==> src/rtl/seg_frame_capture.sv <==
// seg_frame_capture: watches a multiplexed active-low 7-segment bus and
// rebuilds the digit codes being shown, one digit per anode position.
// Each digit is accepted only after its (anode, segment) pair has been
// stable for STABLE_CYCLES samples. When all positions have been seen,
// the collected frame is offered over a valid/ready handshake.
`timescale 1ns/1ps
module seg_frame_capture #(
  parameter int DIGITS        = 4,
  parameter int STABLE_CYCLES = 4
) (
  input  logic                  clk,
  input  logic                  rst_n,
  input  logic [6:0]            seg,
  input  logic [DIGITS-1:0]     an,
  input  logic                  frame_ready,
  output logic [4*DIGITS-1:0]   digits,
  output logic [DIGITS-1:0]     digit_err,
  output logic                  frame_valid,
  output logic                  overrun
);

  localparam logic [7:0] STABLE_LIM = 8'(STABLE_CYCLES);

  typedef enum logic [1:0] {
    IDLE,
    TRACK,
    CAPTURED
  } state_t;

  state_t                state_q, state_d;
  logic [DIGITS-1:0]     an_q, an_d;
  logic [6:0]            seg_q, seg_d;
  logic [7:0]            cnt_q, cnt_d;
  logic [4*DIGITS-1:0]   work_q, work_d;
  logic [DIGITS-1:0]     work_err_q, work_err_d;
  logic [DIGITS-1:0]     seen_q, seen_d;
  logic [4*DIGITS-1:0]   digits_q, digits_d;
  logic [DIGITS-1:0]     digit_err_q, digit_err_d;
  logic                  frame_valid_q, frame_valid_d;
  logic                  overrun_q, overrun_d;

  logic [DIGITS-1:0]     an_low;
  logic                  an_valid;
  logic [3:0]            code;
  logic                  code_err;
  logic                  capture;
  logic                  frame_done;
  logic                  transfer;

  // Register the bus every cycle and count how long the sample has held.
  always_comb begin
    an_d  = an;
    seg_d = seg;
    if ((an == an_q) && (seg == seg_q)) begin
      cnt_d = (cnt_q == 8'hFF) ? cnt_q : cnt_q + 8'd1;
    end else begin
      cnt_d = 8'd1;
    end
  end

  // A usable sample has exactly one anode driven low; that bit selects the slot.
  always_comb begin
    an_low   = ~an_q;
    an_valid = $onehot(an_low);
  end

  // Translate the sampled segment pattern into a digit code.
  always_comb begin
    code     = 4'hF;
    code_err = 1'b0;
    case (seg_q)
      7'b0000001: code = 4'd0;
      7'b1001111: code = 4'd1;
      7'b0010010: code = 4'd2;
      7'b0000110: code = 4'd3;
      7'b1001100: code = 4'd4;
      7'b0100100: code = 4'd5;
      7'b0100000: code = 4'd6;
      7'b0001111: code = 4'd7;
      7'b0000000: code = 4'd8;
      7'b0000100: code = 4'd9;
      7'b1111110: code = 4'd10;
      7'b1111111: code = 4'd11;
      default: begin
        code     = 4'hF;
        code_err = 1'b1;
      end
    endcase
  end

  // Capture FSM: a new sample must be stable long enough before it is taken.
  always_comb begin
    state_d = state_q;
    capture = 1'b0;
    case (state_q)
      IDLE: begin
        if (an_valid) begin
          state_d = TRACK;
        end
      end
      TRACK: begin
        if (!an_valid) begin
          state_d = IDLE;
        end else if (cnt_q >= STABLE_LIM) begin
          capture = 1'b1;
          state_d = CAPTURED;
        end
      end
      CAPTURED: begin
        if (cnt_q == 8'd1) begin
          state_d = an_valid ? TRACK : IDLE;
        end
      end
      default: state_d = IDLE;
    endcase
  end

  // Collect captured digits and hand complete frames to the consumer.
  always_comb begin
    work_d        = work_q;
    work_err_d    = work_err_q;
    seen_d        = seen_q;
    digits_d      = digits_q;
    digit_err_d   = digit_err_q;
    frame_valid_d = frame_valid_q;
    overrun_d     = overrun_q;
    transfer      = frame_valid_q & frame_ready;

    for (int i = 0; i < DIGITS; i++) begin
      if (capture && an_low[i]) begin
        work_d[4*i +: 4] = code;
        work_err_d[i]    = code_err;
        seen_d[i]        = 1'b1;
      end
    end

    frame_done = capture && (&seen_d);
    if (frame_done) begin
      seen_d = '0;
    end

    if (transfer) begin
      frame_valid_d = 1'b0;
    end

    if (frame_done) begin
      if (!frame_valid_q || transfer) begin
        digits_d      = work_d;
        digit_err_d   = work_err_d;
        frame_valid_d = 1'b1;
      end else begin
        overrun_d = 1'b1;
      end
    end
  end

  // State and data registers, cleared immediately by reset.
  always_ff @(posedge clk or negedge rst_n) begin
    if (!rst_n) begin
      state_q       <= IDLE;
      an_q          <= '0;
      seg_q         <= '0;
      cnt_q         <= '0;
      work_q        <= '0;
      work_err_q    <= '0;
      seen_q        <= '0;
      digits_q      <= '0;
      digit_err_q   <= '0;
      frame_valid_q <= 1'b0;
      overrun_q     <= 1'b0;
    end else begin
      state_q       <= state_d;
      an_q          <= an_d;
      seg_q         <= seg_d;
      cnt_q         <= cnt_d;
      work_q        <= work_d;
      work_err_q    <= work_err_d;
      seen_q        <= seen_d;
      digits_q      <= digits_d;
      digit_err_q   <= digit_err_d;
      frame_valid_q <= frame_valid_d;
      overrun_q     <= overrun_d;
    end
  end

  assign digits      = digits_q;
  assign digit_err   = digit_err_q;
  assign frame_valid = frame_valid_q;
  assign overrun     = overrun_q;

endmodule
==> config.mk <==
export PLATFORM = sky130hd
export DESIGN_NAME = seg_frame_capture
export DESIGN_NICKNAME = d
export VERILOG_FILES = /design/src/rtl/seg_frame_capture.sv
export SDC_FILE = /design/constraint.sdc
export NUM_CORES = 1
export LEC_CHECK = 0
export CAP_MARGIN = 20
export CORE_MARGIN = 10
export CORE_UTILIZATION = 50
export CTS_CLUSTER_SIZE = 16
export DETAILED_ROUTE_END_ITERATION = 16
export PLACE_DENSITY_LB_ADDON = 0.12
export SETUP_SLACK_MARGIN = 0.2
export SLEW_MARGIN = 30
export SYNTH_ARGS = -nofsm -noshare
export SYNTH_HDL_FRONTEND = slang
export SYNTH_SLANG_ARGS = --single-unit
==> constraint.sdc <==
create_clock -name clk -period 4.2 [get_ports clk]
set_input_delay 0.63 -clock clk [delete_from_list [all_inputs] [get_ports clk]]
set_output_delay 0.63 -clock clk [all_outputs]
set_load 0.03 [all_outputs]
==> results of run 1 <==
==> cells in the final DEF, fill, tap and decap left out, types with 4 or more instances in the layout <==
cell type	count
dfrtp_1	67
nor2_1	36
clkdlybuf4s50_1	34
nand2_1	17
inv_1	14
xor2_1	14
a21oi_1	11
clkbuf_8	10
o31ai_1	9
a31oi_1	9
nand3_1	8
nor3_1	8
mux2_2	7
and3_1	6
nor2b_1	6
nand2b_1	5
a211oi_1	5
ha_1	5
buf_4	5
mux2i_1	4
==> worst reg2reg max path: stages, from the launching register on <==
cell,delay (ns)
dfrtp_1,0.46
fa_1,0.56
inv_1,0.04
ha_1,0.18
ha_1,0.30
nor3b_1,0.33
o211ai_2,0.32
or3_1,0.62
a2111oi_0,0.37
a211oi_1,0.08
==> flip-flops by register name, summed over array words and instances (netlist names), 2 cells and up <==
| signal | count |
|---|---|
| digit_err | 4 |
| work_err_q | 4 |
| state_q | 2 |
| cnt_q | 8 |
| seg_q | 7 |
| seen_q | 4 |
| an_q | 4 |
| digits | 16 |
| work_q | 16 |
==> cell families after synthesis <==
logic type / Yosys count
AOI/OAI and AO/OA: 56
xor gates and xnor gates: 17
and+or+nand+nor: 108
adders and majority gates: 6
buffers and inverters: 26
muxes: 16
DFF: 67
==> stage by stage <==
stage	setup slack (ns)	instance area (um^2)	util, %
after floorplan	1.14	3230	-
after global placement	0.967	3640	57.7
after detailed placement	0.887	3640	57.7
after CTS	0.840	3810	60.4
after global routing	0.546	3810	60.4
final	0.821	3810	60.4
==> area by class of cell <==
cell class / count / area (um^2)
well taps: 77 / 96.3
flip-flops and latches: 67 / 1680
clock buffers: 12 / 145
multi-input cells: 203 / 1440
fillers: 549 / 2500
clock inverters: 4 / 26.3
repair buffers: 39 / 378
inverters: 14 / 52.6
==> metal layers <==
| layer | wire length [um] | vias to the layer above | part of all wire (%) |
|---|---|---|---|
| met5 | 0 | - | 0 |
| li1 | - | 1122 | - |
| met4 | 108 | 0 | 1.6 |
| met1 | 3170 | 1133 | 48 |
| met3 | 307 | 13 | 4.6 |
| met2 | 3020 | 42 | 46 |
==> report_power, final <==
| group | internal (mW) | leakage [nW] | switching [mW] |
|---|---|---|---|
| combinational | 0.0355 | 0.743 | 0.0412 |
| clock | 0.230 | 0.0863 | 0.238 |
| sequential | 0.652 | 0.879 | 0.0167 |
==> worst min path at each step <==
stage                        from    endpoint  slack (ns)  cells past startpoint
final                       rst_n  work_q[13]        0.27                      1
after global routing        rst_n  work_q[13]        0.30                      1
after CTS                   rst_n   digits[0]        0.47                      1
after detailed placement  overrun     overrun        0.46                      1
after global placement    overrun     overrun        0.46                      1
after floorplan             rst_n     an_q[0]        0.33                      0
==> impl_results.md, run 1 <==
* Run status: finished clean
* Die height at 100 um
* Top cells by area, synth: dfrtp_1, nor2_1, xor2_1
* Crit-path max FO at 13
* GR Overflow Total at 0
* Slew headroom at 51.1%
* Final setup viols at 0
* Global Route met1 Usage at 18.4%
* Tcrit/Tclk final at 80.5%
* Critical path buffers and inverters at 1
* CTS tree: yes
* Async SR Flop Fraction at 100%
* Crit path time final at 3.38 ns
* Met3 global-route usage at 3.71%
* DR DRC count at 0
* Boundary pin count at 36
* Worst setup path endpoint: digits[8]
* Avg Cell Area, Syn at 10.9 um^2
* Reg2reg end: digits[8]
* Total chip power at 1.21 mW
* GRT Max-Usage Layer: met2
* GP Congestion at 0.847
* Largest net degree at the start of global routing at 44
* Layout area overhead at 18.2%
* Post-Syn Nets at 316
* Die area at 10100 um^2
* WL/cell at 15.9 um
* Multiplexer share of the synthesized area at 5.78%
* Slowest Stage Delay on Critical Path at 0.62 ns
* Worst-margin pin slew at 0.728 ns
* Initial core utilization at 51.1%
* Reg2reg path depth at 9
* Drt initial violations at 91
* Top cells by count, synth: dfrtp_1, nor2_1, nand2_1
* Mapped Area at 3230 um^2
* Global-route wire length before repair at 11.4 mm
* Worst-path cell chain: fa_1 -> inv_1 -> ha_1 -> ha_1 -> nor3b_1 -> o211ai_2 -> or3_1 -> a2111oi_0 -> a211oi_1
* Post-synth EDFFs at 0
* CP Launch Type: flip-flop
* CTS Sinks at 67
* Num CTS Buffers at 9
* Sum Neg Setup Slack at 0 ns
* Critical R2R Launch: an_q[0]
* Final Hold Violating Endpoints at 0
* # diodes at 0
* Top FF cell, synth: dfrtp_1
* Placed Cells at 400
* Detailed placer's ending HPWL at 4.79 mm
* Pleak at 1.71 nW
* Worst IR Drop VDD at 0.000183 V
* Most numerous cell in the Yosys netlist: dfrtp_1
* Simple-gate portion of the synthesized area at 18.1%
* Critical Path RT at 4.41 ns
* Core box area at 6310 um^2
* Max-cap violations at 0
* Synth top area share at 51.9%
* Vias in the first global route at 2318
* Cts repair resizes at 0
* Largest area contributor in the synthesized netlist: dfrtp_1
* Vias after detailed routing at 2310
* Port Buffers at 35
* Pwr/cell area at 318 nW/um^2
* Routed vias/inst at 5.55
* Clock skew at 0.0130 ns
* Hold WS at 0.269 ns
* Largest family of logic cells by synthesized area: simple AND/OR/NAND/NOR gates
* Share of layout cells above drive strength 1 at 13.9%
* Most frequent cell on the critical path: ha_1
* Antenna violations before repair at 0
* Register area share after synthesis at 51.9%
* CTS Root Cell: clkbuf_8
* Worst Hold Class: in -> async
* Crit path from: an_q[0]
* Yosys reg bits at 67
* Mapped Cells at 296
* Gr usage total at 13.9%
* Met2 usage at 21.2%
* Slowest-stage cell, CP: or3_1
* Worst path depth at 9
* Setup CP Type: reg -> reg
* YS warnings at 0
* Top delay family on crit path: adder cells
* Crit path capture type: flip-flop
* Synth Area in Adders at 2.56%
* # rows at 29
* Fmax at 0.296 GHz
* Worst-Skew Late Latency at 0.34 ns
* Netlist cell types at 54
* RSZ-0062 raised after global routing: false
* Compound-Gate Fraction of Synth Area at 13.4%
* Max clock buf depth at 2
* Post-route insts no fill at 416
* Clock slew at reported path FFs at 0.07 ns
* XOR/XNOR Fraction of Synth Area at 4.61%
* Die width at 100 um
* Nets at 354
* # H-tree levels at 3
* Postcts setup bufs at 0
* Final Max Slew Viols at 0
* Hold-fix buffers, CTS at 0
* Post-route ant nets at 0
* Routed WL at 6.60 mm
* Crit path arrival time at 3.59 ns
* R2r setup slk at 0.82 ns
* DRT Pass-1 Iters at 4
No activity file was read; power rests on OpenSTA's default activity.
==> run 2, diff against run 1 <==
clock period = 3.31 ns   (was 4.2 ns; I/O delays follow)
==> impl_results.md, run 2 (same netlist as run 1, synthesis figures left out) <==
* Run status: finished clean
* WL/cell at 16.4 um
* Worst-margin pin slew at 0.784 ns
* Drt initial violations at 60
* Largest net degree at the start of global routing at 52
* Die width at 100 um
* Crit path time final at 3.03 ns
* Worst Hold Class: in -> async
* GR Overflow Total at 0
* Worst IR Drop VDD at 0.000297 V
* Routed vias/inst at 5.58
* DR DRC count at 0
* Most frequent cells in the layout: dfrtp_1, nor2_1, clkdlybuf4s50_1
* Layout area overhead at 24.9%
* Critical Path RT at 3.55 ns
* Pwr/cell area at 428 nW/um^2
* Die height at 100 um
* Initial core utilization at 51.1%
* Clock skew at 0.00801 ns
* Max clock buf depth at 2
* Storage cell area at 1680 um^2
* Nets at 368
* Clock slew at reported path FFs at 0.07 ns
* Detailed placer's ending HPWL at 4.91 mm
* Fmax at 0.330 GHz
* Most common cell after layout, fill and taps aside: dfrtp_1
* CTS Root Cell: clkbuf_8
* Boundary pin count at 36
* # rows at 29
* Crit-path max FO at 9
* Num CTS Buffers at 9
* CTS tree: yes
* Final setup viols at 0
* Fillers at 532
* Share of layout cells above drive strength 1 at 18.7%
* Final Max Slew Viols at 0
* Routed WL at 7.04 mm
* RSZ-0062 raised after global routing: false
* Crit path from: an_q[0]
* Die area at 10100 um^2
* Gr usage total at 14.2%
* Port Buffers at 35
* Sum Neg Setup Slack at 0 ns
* Max-cap violations at 0
* Critical R2R Launch: an_q[0]
* Slew headroom at 47.3%
* Tcrit/Tclk final at 91.5%
* Global-route wire length before repair at 11.4 mm
* Setup CP Type: reg -> reg
* Vias in the first global route at 2289
* # H-tree levels at 3
* Antenna violations before repair at 0
* Crit path arrival time at 3.27 ns
* Pleak at 1.82 nW
* CP Launch Type: flip-flop
* Hold WS at 0.170 ns
* Hold-fix buffers, CTS at 0
* Final Hold Violating Endpoints at 0
* Combined area of the multi-input logic cells at 1460 um^2
* GP Congestion at 0.797
* Crit path capture type: flip-flop
* Core box area at 6310 um^2
* Vias after detailed routing at 2398
* CTS Sinks at 67
* Post-route ant nets at 0
* Worst-Skew Late Latency at 0.35 ns
* # diodes at 0
* DRT Pass-1 Iters at 4
==> run 2: changes by cell type in the layout (fill, tap and decap cells not counted), sizes merged <==
cell and change:
clkbuf +1, buf +13, clkinv -2, bufinv +2
==> run 2: report_power, final <==
part           internal (mW)  switching (mW)  leakage [nW]
combinational         0.0526          0.0606         0.830
clock                  0.464           0.302         0.113
sequential             0.828          0.0189         0.878
==> run 2: final timing paths <==
check | end | slack (ns) | cells after the start
worst min register to register | digits[5] | 0.48 | 2
worst max register to register | digit_err[3] | 0.28 | 10
min in group clk | digits[5] | 0.48 | 2
worst max-delay path | digit_err[3] | 0.28 | 10
max in group asynchronous | an_q[0] | 2.46 | 2
worst min-delay path | digits[13] | 0.17 | 1
==> run 2: metrics by stage <==
| stage | std cells | util, % | area, um^2 | setup WS, ns | power (mW) |
|---|---|---|---|---|---|
| 6_report | 430 | 63.9 | 4030 | 0.280 | 1.73 |
| 5_1_grt | 430 | 63.9 | 4030 | 0.187 | 1.79 |
| 4_1_cts | 423 | 62.4 | 3940 | 0.217 | 1.74 |
| 3_5_place_dp | 407 | 58.7 | 3710 | 0.204 | 0.965 |
| 3_3_place_gp | 407 | 58.7 | 3710 | 0.296 | 0.964 |
| 2_1_floorplan | 296 | - | 3230 | 0.254 | 0.917 |
==> run 2: layer usage <==
layer	up-vias	global-route usage, %	share of wire, %
met3	9	4.67	5.5
met2	46	21.8	48
li1	1152	-	-
met5	-	0	0
met1	1191	17.9	45
met4	0	6.09	1.5
==> run 2: area by class of cell <==
type / instances / area share, %
clock inverter: 4 / 1.80
clock buffer: 12 / 3.85
multi-input combinational: 203 / 36.2
sequential: 67 / 41.6
timing repair buffer: 53 / 12.8
inverter: 14 / 1.30
tap: 77 / 2.39
==> run 2: timing repair <==
item	4_1_cts	5_1_grt
endpoints found under the setup margin	4	15
gates cloned	0	1
resized for setup	1	6
setup buffers	0	6
pin swaps	0	4
==> run 2: worst max-delay path: stages (launching register included) <==
cell and delay, ns:
dfrtp_2 0.45, fa_1 0.55, inv_1 0.05, ha_1 0.18, ha_1 0.32, or3b_4 0.45
a211oi_2 0.21, buf_4 0.21, nor2b_1 0.07, a31o_1 0.19, mux2_4 0.25
==> run 3, diff against run 2 <==
PLACE_DENSITY = 0.72   (was not set)
PLACE_DENSITY_LB_ADDON = not set   (was 0.12)
==> impl_results.md, run 3 (same netlist as run 1, synthesis figures left out) <==
* Run status: finished clean
* CTS Sinks at 67
* Vias in the first global route at 2331
* Crit path from: an_q[3]
* Boundary pin count at 36
* Placed instance area at 3700 um^2
* Final setup viols at 0
* Routed WL at 6.62 mm
* CP Launch Type: flip-flop
* Die width at 100 um
* Hold-fix buffers, CTS at 0
* Nets at 361
* Num CTS Buffers at 9
* Critical Path RT at 3.55 ns
* Drt initial violations at 99
* Die area at 10100 um^2
* Antenna violations before repair at 0
* R2r setup slk at 0.32 ns
* CTS Root Cell: clkbuf_8
* Max clock buf depth at 2
* GR Overflow Total at 0
* Critical path buffers and inverters at 2
* Crit path arrival time at 3.23 ns
* DR DRC count at 0
* Port Buffers at 35
* Crit path time final at 2.99 ns
* RSZ-0062 raised after global routing: false
* Clock slew at reported path FFs at 0.07 ns
* Setup CP Type: reg -> reg
* Final Max Slew Viols at 0
* CTS tree: yes
* Final Hold Violating Endpoints at 0
* Layout area overhead at 22.8%
* Worst Hold Class: in -> async
* # diodes at 0
* Most common cell after layout, fill and taps aside: dfrtp_1
* Reg2reg end: digit_err[1]
* Worst-margin pin slew at 0.708 ns
* Share of layout cells above drive strength 1 at 16.8%
* Post-route cell area at 3960 um^2
* Top delay family on crit path: adder cells
* Tcrit/Tclk final at 90.2%
* Crit-path max FO at 9
* Worst-Skew Late Latency at 0.35 ns
* GP Congestion at 0.791
* Global-route wire length before repair at 11.3 mm
* Slowest-stage cell, CP: fa_1
* Detailed placer's ending HPWL at 4.78 mm
* Pleak at 1.78 nW
* Slew headroom at 52.4%
* Worst setup path endpoint: digit_err[1]
* Post-route insts no fill at 423
* Reg2reg path depth at 10
* DRT Pass-1 Iters at 4
* Critical R2R Launch: an_q[3]
* Vias after detailed routing at 2312
* Fillers at 527
* Most frequent cell on the critical path: ha_1
* Crit path capture type: flip-flop
* Pwr/cell area at 449 nW/um^2
* Post-route ant nets at 0
* Fmax at 0.335 GHz
* Worst path depth at 10
* Initial core utilization at 51.1%
* Routed vias/inst at 5.47
* # H-tree levels at 3
* Max-cap violations at 0
* WL/cell at 15.7 um
* Largest net degree at the start of global routing at 38
* Sum Neg Setup Slack at 0 ns
* Placed Cells at 406
* Core box area at 6310 um^2
* Slowest Stage Delay on Critical Path at 0.50 ns
* Die height at 100 um
* Worst-path cell chain: fa_1 -> inv_1 -> ha_1 -> ha_1 -> or3b_4 -> a211oi_2 -> buf_4 -> nor2b_1 -> a31o_1 -> mux2_2
* # rows at 29
* Worst IR Drop VDD at 0.000314 V
* Gr usage total at 13.8%
* Clock skew at 0.00613 ns
* Most frequent cells in the layout: dfrtp_1, nor2_1, clkdlybuf4s50_1
## run 3: changes by cell type in the layout (fill, tap and decap cells not counted), sizes merged
cell / previous run / this run
clkbuf: 13 / 11
clkinv: 1 / 2
buf: 18 / 12
bufinv: 2 / 3
clkinvlp: 1 / 0
## run 3: what timing repair did
action,4_1_cts,5_1_grt
resized for setup,0,4
pin swaps,1,1
setup endpoints to repair,3,19
buffers inserted,1,0
## run 3: final cells by class
cell class | instances | area, um^2 | area share [%]
Timing Repair Buffer | 46 | 440 | 11.1
Clock inverter | 5 | 100 | 2.53
Inverter | 14 | 52.6 | 1.33
Tap cell | 77 | 96.3 | 2.43
Multi-Input combinational cell | 203 | 1460 | 36.7
Clock buffer | 11 | 141 | 3.57
Sequential cell | 67 | 1680 | 42.3
## run 3: metrics by stage
step | utilization (%) | hold WS [ns] | power, mW | worst slack [ns]
6_report | 62.8 | 0.162 | 1.78 | 0.324
5_1_grt | 62.8 | 0.191 | 1.85 | 0.189
4_1_cts | 62.5 | 0.172 | 1.79 | 0.235
3_5_place_dp | 58.6 | 0.462 | 0.966 | 0.204
3_3_place_gp | 58.6 | 0.464 | 0.963 | 0.323
2_1_floorplan | - | 0.201 | 0.917 | 0.254
## run 3: report_power, final
| part | internal [mW] | switching [mW] |
|---|---|---|
| Sequential | 0.828 | 0.0196 |
| Clock | 0.518 | 0.306 |
| Combinational | 0.0508 | 0.0586 |
## run 3: worst min path at each step
stage,startpoint,endpoint,slack (ns),cells past startpoint
2_1_floorplan,rst_n,an_q[0],0.20,0
4_1_cts,rst_n,digits[5],0.17,2
3_3_place_gp,work_err_q[2],work_err_q[2],0.46,2
5_1_grt,rst_n,digits[5],0.19,2
6_report,rst_n,digits[5],0.16,2
3_5_place_dp,work_err_q[2],work_err_q[2],0.46,2
## run 3: per-layer routing
metal,up-vias,global-route usage [%],share of wire (%)
met2,54,21.1,45
met1,1109,17.3,47
met3,8,5.63,6.2
met5,-,0,0
met4,0,4.89,1.4
li1,1141,-,-
